$ cat config.mk
export PLATFORM = sky130hd
export DESIGN_NAME = pll_spi_master_flat
export DESIGN_NICKNAME = d
export VERILOG_FILES = /design/src/rtl/pll_spi_master_if.sv /design/src/rtl/pll_spi_master.sv /design/src/flat_wrapper.sv
export SDC_FILE = /design/constraint.sdc
export NUM_CORES = 1
export LEC_CHECK = 0
export ABC_AREA = 1
export CAP_MARGIN = 10
export CORE_MARGIN = 2
export CORE_UTILIZATION = 49
export DETAILED_ROUTE_END_ITERATION = 6
export PLACE_DENSITY = 0.76
export SETUP_SLACK_MARGIN = 0.2
export SYNTH_ARGS = -nofsm -noshare
export SYNTH_HDL_FRONTEND = slang
export SYNTH_SLANG_ARGS = --single-unit
$ cat constraint.sdc
create_clock -name clk -period 1.5 [get_ports clk]
set_input_delay 0.225 -clock clk [delete_from_list [all_inputs] [get_ports clk]]
set_output_delay 0.225 -clock clk [all_outputs]
set_load 0.005 [all_outputs]
$ cat src/rtl/pll_spi_master_if.sv
// Command bus between the PLL bring-up sequencer and the SPI engine.
// master: sequencer side (drives cmd_*); slave: engine side (drives results).
interface pll_spi_master_if;
    logic       cmd_hold;
    logic       cmd_read;
    logic       cmd_write;
    logic [7:0] cmd_addr;
    logic [7:0] cmd_wdata;
    logic [7:0] cmd_rdata;
    logic       cmd_done;
    logic       busy;

    modport master (
        output cmd_hold, cmd_read, cmd_write, cmd_addr, cmd_wdata,
        input  cmd_rdata, cmd_done, busy
    );

    modport slave (
        input  cmd_hold, cmd_read, cmd_write, cmd_addr, cmd_wdata,
        output cmd_rdata, cmd_done, busy
    );
endinterface

$ cat src/rtl/pll_spi_master.sv
// SPI register-access engine for the clock-generator PLL (mode 0, MSB first,
// 16-bit frames). Each command becomes a set-address frame (0x00AA) followed
// by a write (0x40DD) or read (0x8000) frame.
// Ports: clk, reset (sync, active-high), cmd (pll_spi_master_if.slave:
//   hold/read/write/addr/wdata in, rdata/done/busy out), spi_sclk_o,
//   spi_csn_o, spi_mosi_o, spi_miso_i.
// Option: define PLL_SPI_ADDR_CACHE_EN to skip the set-address frame when
//   the address matches the last one sent.
module pll_spi_master #(
    parameter int CLK_DIV = 4,
    parameter int CS_GAP  = 4
) (
    input  logic              clk,
    input  logic              reset,
    pll_spi_master_if.slave   cmd,
    output logic              spi_sclk_o,
    output logic              spi_csn_o,
    output logic              spi_mosi_o,
    input  logic              spi_miso_i
);
    localparam int DW = $clog2(CLK_DIV);
    localparam int GW = $clog2(CS_GAP + 1);

    typedef enum logic [1:0] {IDLE, SHIFT, GAP, DONE} state_t;

    state_t         state_q;
    logic [7:0]     addr_q;
    logic [7:0]     wdata_q;
    logic [7:0]     rx_q;
    logic [7:0]     rdata_q;
    logic           wr_q;
    logic           fsel_q;
    logic           sclk_q;
    logic           csn_q;
    logic           mosi_q;
    logic           done_q;
    logic           busy_q;
    logic [3:0]     bit_q;
    logic [DW-1:0]  div_q;
    logic [GW-1:0]  gap_q;
`ifdef PLL_SPI_ADDR_CACHE_EN
    logic [7:0]     last_addr_q;
    logic           last_vld_q;
`endif

    // fsel_q: 0 = set-address frame, 1 = data frame
    logic [15:0] data_w;
    logic [15:0] frame_w;

    always_comb begin
        data_w  = wr_q ? {8'h40, wdata_q} : 16'h8000;
        frame_w = fsel_q ? data_w : {8'h00, addr_q};
    end

    always_ff @(posedge clk) begin
        if (reset) begin
            state_q <= IDLE;
            addr_q  <= 8'h00;
            wdata_q <= 8'h00;
            rx_q    <= 8'h00;
            rdata_q <= 8'h00;
            wr_q    <= 1'b0;
            fsel_q  <= 1'b0;
            sclk_q  <= 1'b0;
            csn_q   <= 1'b1;
            mosi_q  <= 1'b0;
            done_q  <= 1'b0;
            busy_q  <= 1'b0;
            bit_q   <= 4'd0;
            div_q   <= '0;
            gap_q   <= '0;
`ifdef PLL_SPI_ADDR_CACHE_EN
            last_addr_q <= 8'h00;
            last_vld_q  <= 1'b0;
`endif
        end else begin
            unique case (state_q)
                IDLE: begin
                    if (!cmd.cmd_hold && (cmd.cmd_read || cmd.cmd_write)) begin
                        addr_q  <= cmd.cmd_addr;
                        wdata_q <= cmd.cmd_wdata;
                        wr_q    <= cmd.cmd_write;
                        busy_q  <= 1'b1;
                        csn_q   <= 1'b0;
                        sclk_q  <= 1'b0;
                        bit_q   <= 4'd0;
                        div_q   <= '0;
                        state_q <= SHIFT;
`ifdef PLL_SPI_ADDR_CACHE_EN
                        // Cache hit: go straight to the data frame, whose
                        // MSB is 1 for read and 0 for write.
                        if (last_vld_q && cmd.cmd_addr == last_addr_q) begin
                            fsel_q <= 1'b1;
                            mosi_q <= ~cmd.cmd_write;
                        end else begin
                            fsel_q <= 1'b0;
                            mosi_q <= 1'b0;
                        end
`else
                        fsel_q <= 1'b0;
                        mosi_q <= 1'b0;
`endif
                    end
                end
                SHIFT: begin
                    if (div_q == DW'(CLK_DIV - 1)) begin
                        div_q <= '0;
                        if (!sclk_q) begin
                            sclk_q <= 1'b1;
                            rx_q   <= {rx_q[6:0], spi_miso_i};
                        end else if (bit_q == 4'd15) begin
                            sclk_q  <= 1'b0;
                            csn_q   <= 1'b1;
                            mosi_q  <= 1'b0;
                            gap_q   <= '0;
                            state_q <= GAP;
                            // rx_q holds the last 8 bits: the read data byte
                            if (fsel_q && !wr_q) begin
                                rdata_q <= rx_q;
                            end
`ifdef PLL_SPI_ADDR_CACHE_EN
                            if (!fsel_q) begin
                                last_addr_q <= addr_q;
                                last_vld_q  <= 1'b1;
                            end
`endif
                        end else begin
                            sclk_q <= 1'b0;
                            bit_q  <= bit_q + 4'd1;
                            mosi_q <= frame_w[4'd14 - bit_q];
                        end
                    end else begin
                        div_q <= div_q + DW'(1);
                    end
                end
                GAP: begin
                    if (gap_q == GW'(CS_GAP - 1)) begin
                        if (!fsel_q) begin
                            fsel_q  <= 1'b1;
                            csn_q   <= 1'b0;
                            bit_q   <= 4'd0;
                            div_q   <= '0;
                            mosi_q  <= data_w[15];
                            state_q <= SHIFT;
                        end else begin
                            state_q <= DONE;
                        end
                    end else begin
                        gap_q <= gap_q + GW'(1);
                    end
                end
                DONE: begin
                    // First DONE cycle raises done; hold is only looked at
                    // once busy has dropped.
                    if (!done_q) begin
                        done_q <= 1'b1;
                        busy_q <= 1'b0;
                    end else if (cmd.cmd_hold) begin
                        done_q  <= 1'b0;
                        state_q <= IDLE;
                    end
                end
                default: state_q <= IDLE;
            endcase
        end
    end

    assign spi_sclk_o    = sclk_q;
    assign spi_csn_o     = csn_q;
    assign spi_mosi_o    = mosi_q;
    assign cmd.cmd_rdata = rdata_q;
    assign cmd.cmd_done  = done_q;
    assign cmd.busy      = busy_q;
endmodule

$ cat src/flat_wrapper.sv
// flat-port wrapper written by rule: the top's interface ports become plain ports
module pll_spi_master_flat 
#(
    parameter int CLK_DIV = 4,
    parameter int CS_GAP  = 4
)
  (clk, reset, spi_sclk_o, spi_csn_o, spi_mosi_o, spi_miso_i, cmd_cmd_hold, cmd_cmd_read, cmd_cmd_write, cmd_cmd_addr, cmd_cmd_wdata, cmd_cmd_rdata, cmd_cmd_done, cmd_busy);
  pll_spi_master_if cmd_i ();
  input  logic clk;
  input  logic reset;
  output logic spi_sclk_o;
  output logic spi_csn_o;
  output logic spi_mosi_o;
  input  logic spi_miso_i;
  input wire logic [$bits(cmd_i.cmd_hold)-1:0] cmd_cmd_hold;
  input wire logic [$bits(cmd_i.cmd_read)-1:0] cmd_cmd_read;
  input wire logic [$bits(cmd_i.cmd_write)-1:0] cmd_cmd_write;
  input wire logic [$bits(cmd_i.cmd_addr)-1:0] cmd_cmd_addr;
  input wire logic [$bits(cmd_i.cmd_wdata)-1:0] cmd_cmd_wdata;
  output wire logic [$bits(cmd_i.cmd_rdata)-1:0] cmd_cmd_rdata;
  output wire logic [$bits(cmd_i.cmd_done)-1:0] cmd_cmd_done;
  output wire logic [$bits(cmd_i.busy)-1:0] cmd_busy;
  assign cmd_i.cmd_hold = cmd_cmd_hold;
  assign cmd_i.cmd_read = cmd_cmd_read;
  assign cmd_i.cmd_write = cmd_cmd_write;
  assign cmd_i.cmd_addr = cmd_cmd_addr;
  assign cmd_i.cmd_wdata = cmd_cmd_wdata;
  assign cmd_cmd_rdata = cmd_i.cmd_rdata;
  assign cmd_cmd_done = cmd_i.cmd_done;
  assign cmd_busy = cmd_i.busy;
  pll_spi_master #(.CLK_DIV(CLK_DIV), .CS_GAP(CS_GAP)) u_core (.clk(clk), .reset(reset), .cmd(cmd_i), .spi_sclk_o(spi_sclk_o), .spi_csn_o(spi_csn_o), .spi_mosi_o(spi_mosi_o), .spi_miso_i(spi_miso_i));
endmodule
==> impl_metrics.py <==
metrics = {
    "outcome": {
        "status": "finished with violations",
        "violations": "negative setup slack",
    },
    "sta": {
        "slew_headroom_pct": 78.00,
        "setup_tns_ps": -582.5,
        "min_period_ps": 1625,
        "hold_viol": 0,
        "max_clock_freq_ghz": 0.6154,
        "whs_ps": 329.3,
        "setup_viol": 16,
        "clock_skew_ps": 8.515,
        "fin_ws_ps": -125.1,
        "rsz0062_at_grt": "yes",
        "worst_pin_slew_ps": 327.6,
        "timing.final.crit_share_pct": 108.3,
        "final_max_slew_viol_count": 0,
    },
    "synthesis": {
        "synth-seq-cells": 50,
        "async_flop_share_pct": 0,
        "ys_types": 35,
        "yosys_warnings": 0,
        "synth.area.top_cells": "dfxtp_1 41%, nor2_1 7.8%, nand2_1 7.3%, nand3_1 5.6%, o21ai_0 5.4%",
        "synth_fp_nets": 350,
        "synthTopCellsByCount": "50 x dfxtp_1, 50 x nor2_1, 47 x nand2_1, 27 x nand3_1, 26 x o21ai_0",
        "ys_seq_area_share_pct": 41.47,
        "synth_top_area_share_pct": 41.47,
        "synth.avg_cell_area_um2": 7.566,
        "synth_enable_flop_cells": 0,
        "syn-cell-area_um2": 2414,
        "ys.flop_type": "dfxtp_1",
        "yosysTopAreaCell": "dfxtp_1",
        "netlist_instances": 319,
    },
    "route": {
        "drt_iter0_markers": 219,
        "routed-wl-met3_um": 266,
        "drt-total-wl_um": 6534,
        "drt-pass1-iter-count": 4,
        "dr_total_vias": 2408,
        "wl_met2_um": 3370,
        "viasPerCell": 5.212,
        "drtAntennaViolNets": 0,
        "wl_per_cell_um": 14.14,
        "drc": 0,
        "top_layer": "met4",
        "wl_met1_um": 2734,
    },
    "worst_hold_path": {
        "hold_class": "in2reg",
        "whs_endpoint": "u_core.wr_q",
        "min_delay_path_depth": 4,
        "hp-start": "cmd_cmd_write",
    },
    "critical_path": {
        "critPathArrivalTime_ps": 1860,
        "cp.depth": 10,
        "cp_max_fo": 5,
        "worst_r2r_path_depth": 10,
        "cp_top_family": "simple AND/OR/NAND/NOR gates",
        "cp-start-kind": "flip-flop",
        "critPathSlowestCell": "dfxtp_4",
        "regToRegSetupSlack_ps": -130,
        "end_kind": "flip-flop",
        "slowest_delay_ps": 400,
        "r2r_end": "u_core.spi_mosi_o",
        "critPathKind": "reg2reg",
        "required_ps": 1740,
        "crit_chain": "inv_6, ha_4, nand2_2, inv_2, nor2_4, nand3_4, buf_4, nor2_1, nand2_1, a21oi_2",
        "reg2reg_from": "u_core.state_q[0]",
        "path_buf_inv": 3,
    },
    "die": {
        "die_w_um": 74.18,
        "rows": 25,
        "start_util_pct": 51.10,
        "core_um2": 4723,
        "fp.dieH_um": 74.18,
        "dieArea_um2": 5503,
        "io_pins": 35,
    },
    "finish": {
        "syn_to_final_growth_pct": 54.22,
        "layout-drive-gt1-share_pct": 40.76,
        "fillers": 322,
        "post-route-util_pct": 78.81,
        "num_antenna_cells": 0,
        "final_net_count": 425,
    },
    "global_routing": {
        "grt_pass1_wl_um": 9073,
        "grt_max_degree": 33,
        "grt_pass1_vias": 2139,
        "track_usage_pct": 20.99,
        "antenna_found_initial": 0,
        "grt_remaining_overflow": 0,
    },
    "job": {
        "drv_cap": 0,
    },
    "clocking": {
        "postCtsHoldBufs": 0,
        "cts_buffers": 5,
        "insertion_delay_ps": 300,
        "clockBufferDepth": 2,
        "cts-root-buf": "clkbuf_8",
        "clkSinkCount": 50,
        "htree_levels": 2,
        "cts_tree": "built",
        "clk_pin_slew_ps": 90,
    },
    "power_and_ir_drop": {
        "p_leak_nw": 1.557,
        "vdd_drop_max_v": 0.001022,
        "power_density_nw_per_um2": 1365,
    },
    "placement": {
        "dp_hpwl_um": 3722,
        "io_buffers": 34,
        "gp_routability_congestion": 0.8704,
        "dp_worst_setup_slack_ps": -222.1,
    },
}
how the worst max path moves through the flow:
stage / from / endpoint
after floorplan: u_core.state_q[1] / u_core.cmd.cmd_rdata[5]
after global placement: cmd_cmd_write / u_core.bit_q[3]
after detailed placement: cmd_cmd_write / u_core.bit_q[0]
after CTS: u_core.bit_q[1] / u_core.cmd.cmd_rdata[5]
after global routing: u_core.state_q[0] / u_core.spi_mosi_o
final: u_core.state_q[0] / u_core.spi_mosi_o
worst register-to-register path, delay by kind of cell (launching register included):
kind                       cells  cell delay (ps)
AOI/OAI and AO/OA              1              100
adders and majority gates      1              180
buffers and inverters          3              260
DFF                            1              400
and+or+nand+nor                5              620
layer usage:
layer | vias to the layer above | global-route usage, %
li1 | 1193 | -
met3 | 19 | 3.523
met5 | - | 0
met2 | 57 | 37.70
met4 | 0 | 7.071
met1 | 1139 | 25.33
cells in the final DEF (no fill, tap or decap), types with 14 or more instances in the layout:
master / Yosys / layout
a21oi_1: 19 / 15
buf_4: 2 / 32
clkdlybuf4s50_1: 0 / 21
dfxtp_1: 50 / 33
dfxtp_2: 0 / 14
inv_1: 24 / 15
nand2_1: 47 / 39
nand3_1: 27 / 26
nor2_1: 50 / 29
nor2_4: 5 / 25
o21ai_0: 26 / 23
cells by family after synthesis:
family,after synthesis,share of synthesized area [%]
and+or+nand+nor,147,28.98
adders and majority gates,9,4.666
buffers and inverters,44,8.139
xor gates and xnor gates,1,0.3629
DFF,50,41.47
AOI/OAI and AO/OA,68,16.38
final cells by class:
| type | count | area [um^2] | area share (%) |
|---|---|---|---|
| multi-input combinational | 225 | 1580 | 42.45 |
| clock buffer | 6 | 82.58 | 2.218 |
| clock inverter | 2 | 12.51 | 0.3361 |
| inverter | 31 | 138.9 | 3.731 |
| tap | 67 | 83.83 | 2.252 |
| timing repair buffer | 81 | 794.5 | 21.34 |
| sequential | 50 | 1030 | 27.66 |
flip-flops by register name, indices dropped and copies added (netlist names):
| name | cells |
|---|---|
| u_core.fsel_q | 1 |
| u_core.wdata_q | 8 |
| u_core.div_q | 2 |
| u_core.spi_csn_o | 1 |
| u_core.spi_sclk_o | 1 |
| u_core.cmd.cmd_rdata | 8 |
| u_core.cmd.busy | 1 |
| u_core.bit_q | 4 |
| u_core.gap_q | 3 |
| u_core.wr_q | 1 |
| u_core.addr_q | 8 |
| u_core.spi_mosi_o | 1 |
| u_core.rx_q | 8 |
| u_core.state_q | 2 |
| u_core.cmd.cmd_done | 1 |
power by group:
part / total (W) / internal (W) / switching, W
sequential: 0.00169 / 0.00154 / 0.000152
clock: 0.000818 / 0.000372 / 0.000447
combinational: 0.00257 / 0.00120 / 0.00137
metrics by stage:
step                std cells  power [W]  instance area (um^2)
global placement          427   0.003250                  3038
floorplan                 319   0.002795                  2506
finish                    462   0.005083                  3722
detailed placement        427   0.003300                  3038
global route              462   0.005341                  3722
CTS                       443   0.004247                  3246
what timing repair did:
action / in CTS / in global routing
hold endpoints to repair: 0 / 0
buffers inserted: 8 / 17
gates resized for setup: 37 / 85
gates cloned: 0 / 2
pin swaps: 3 / 18
endpoints found under the setup margin: 41 / 48
Power figures use the tool's default switching activity.
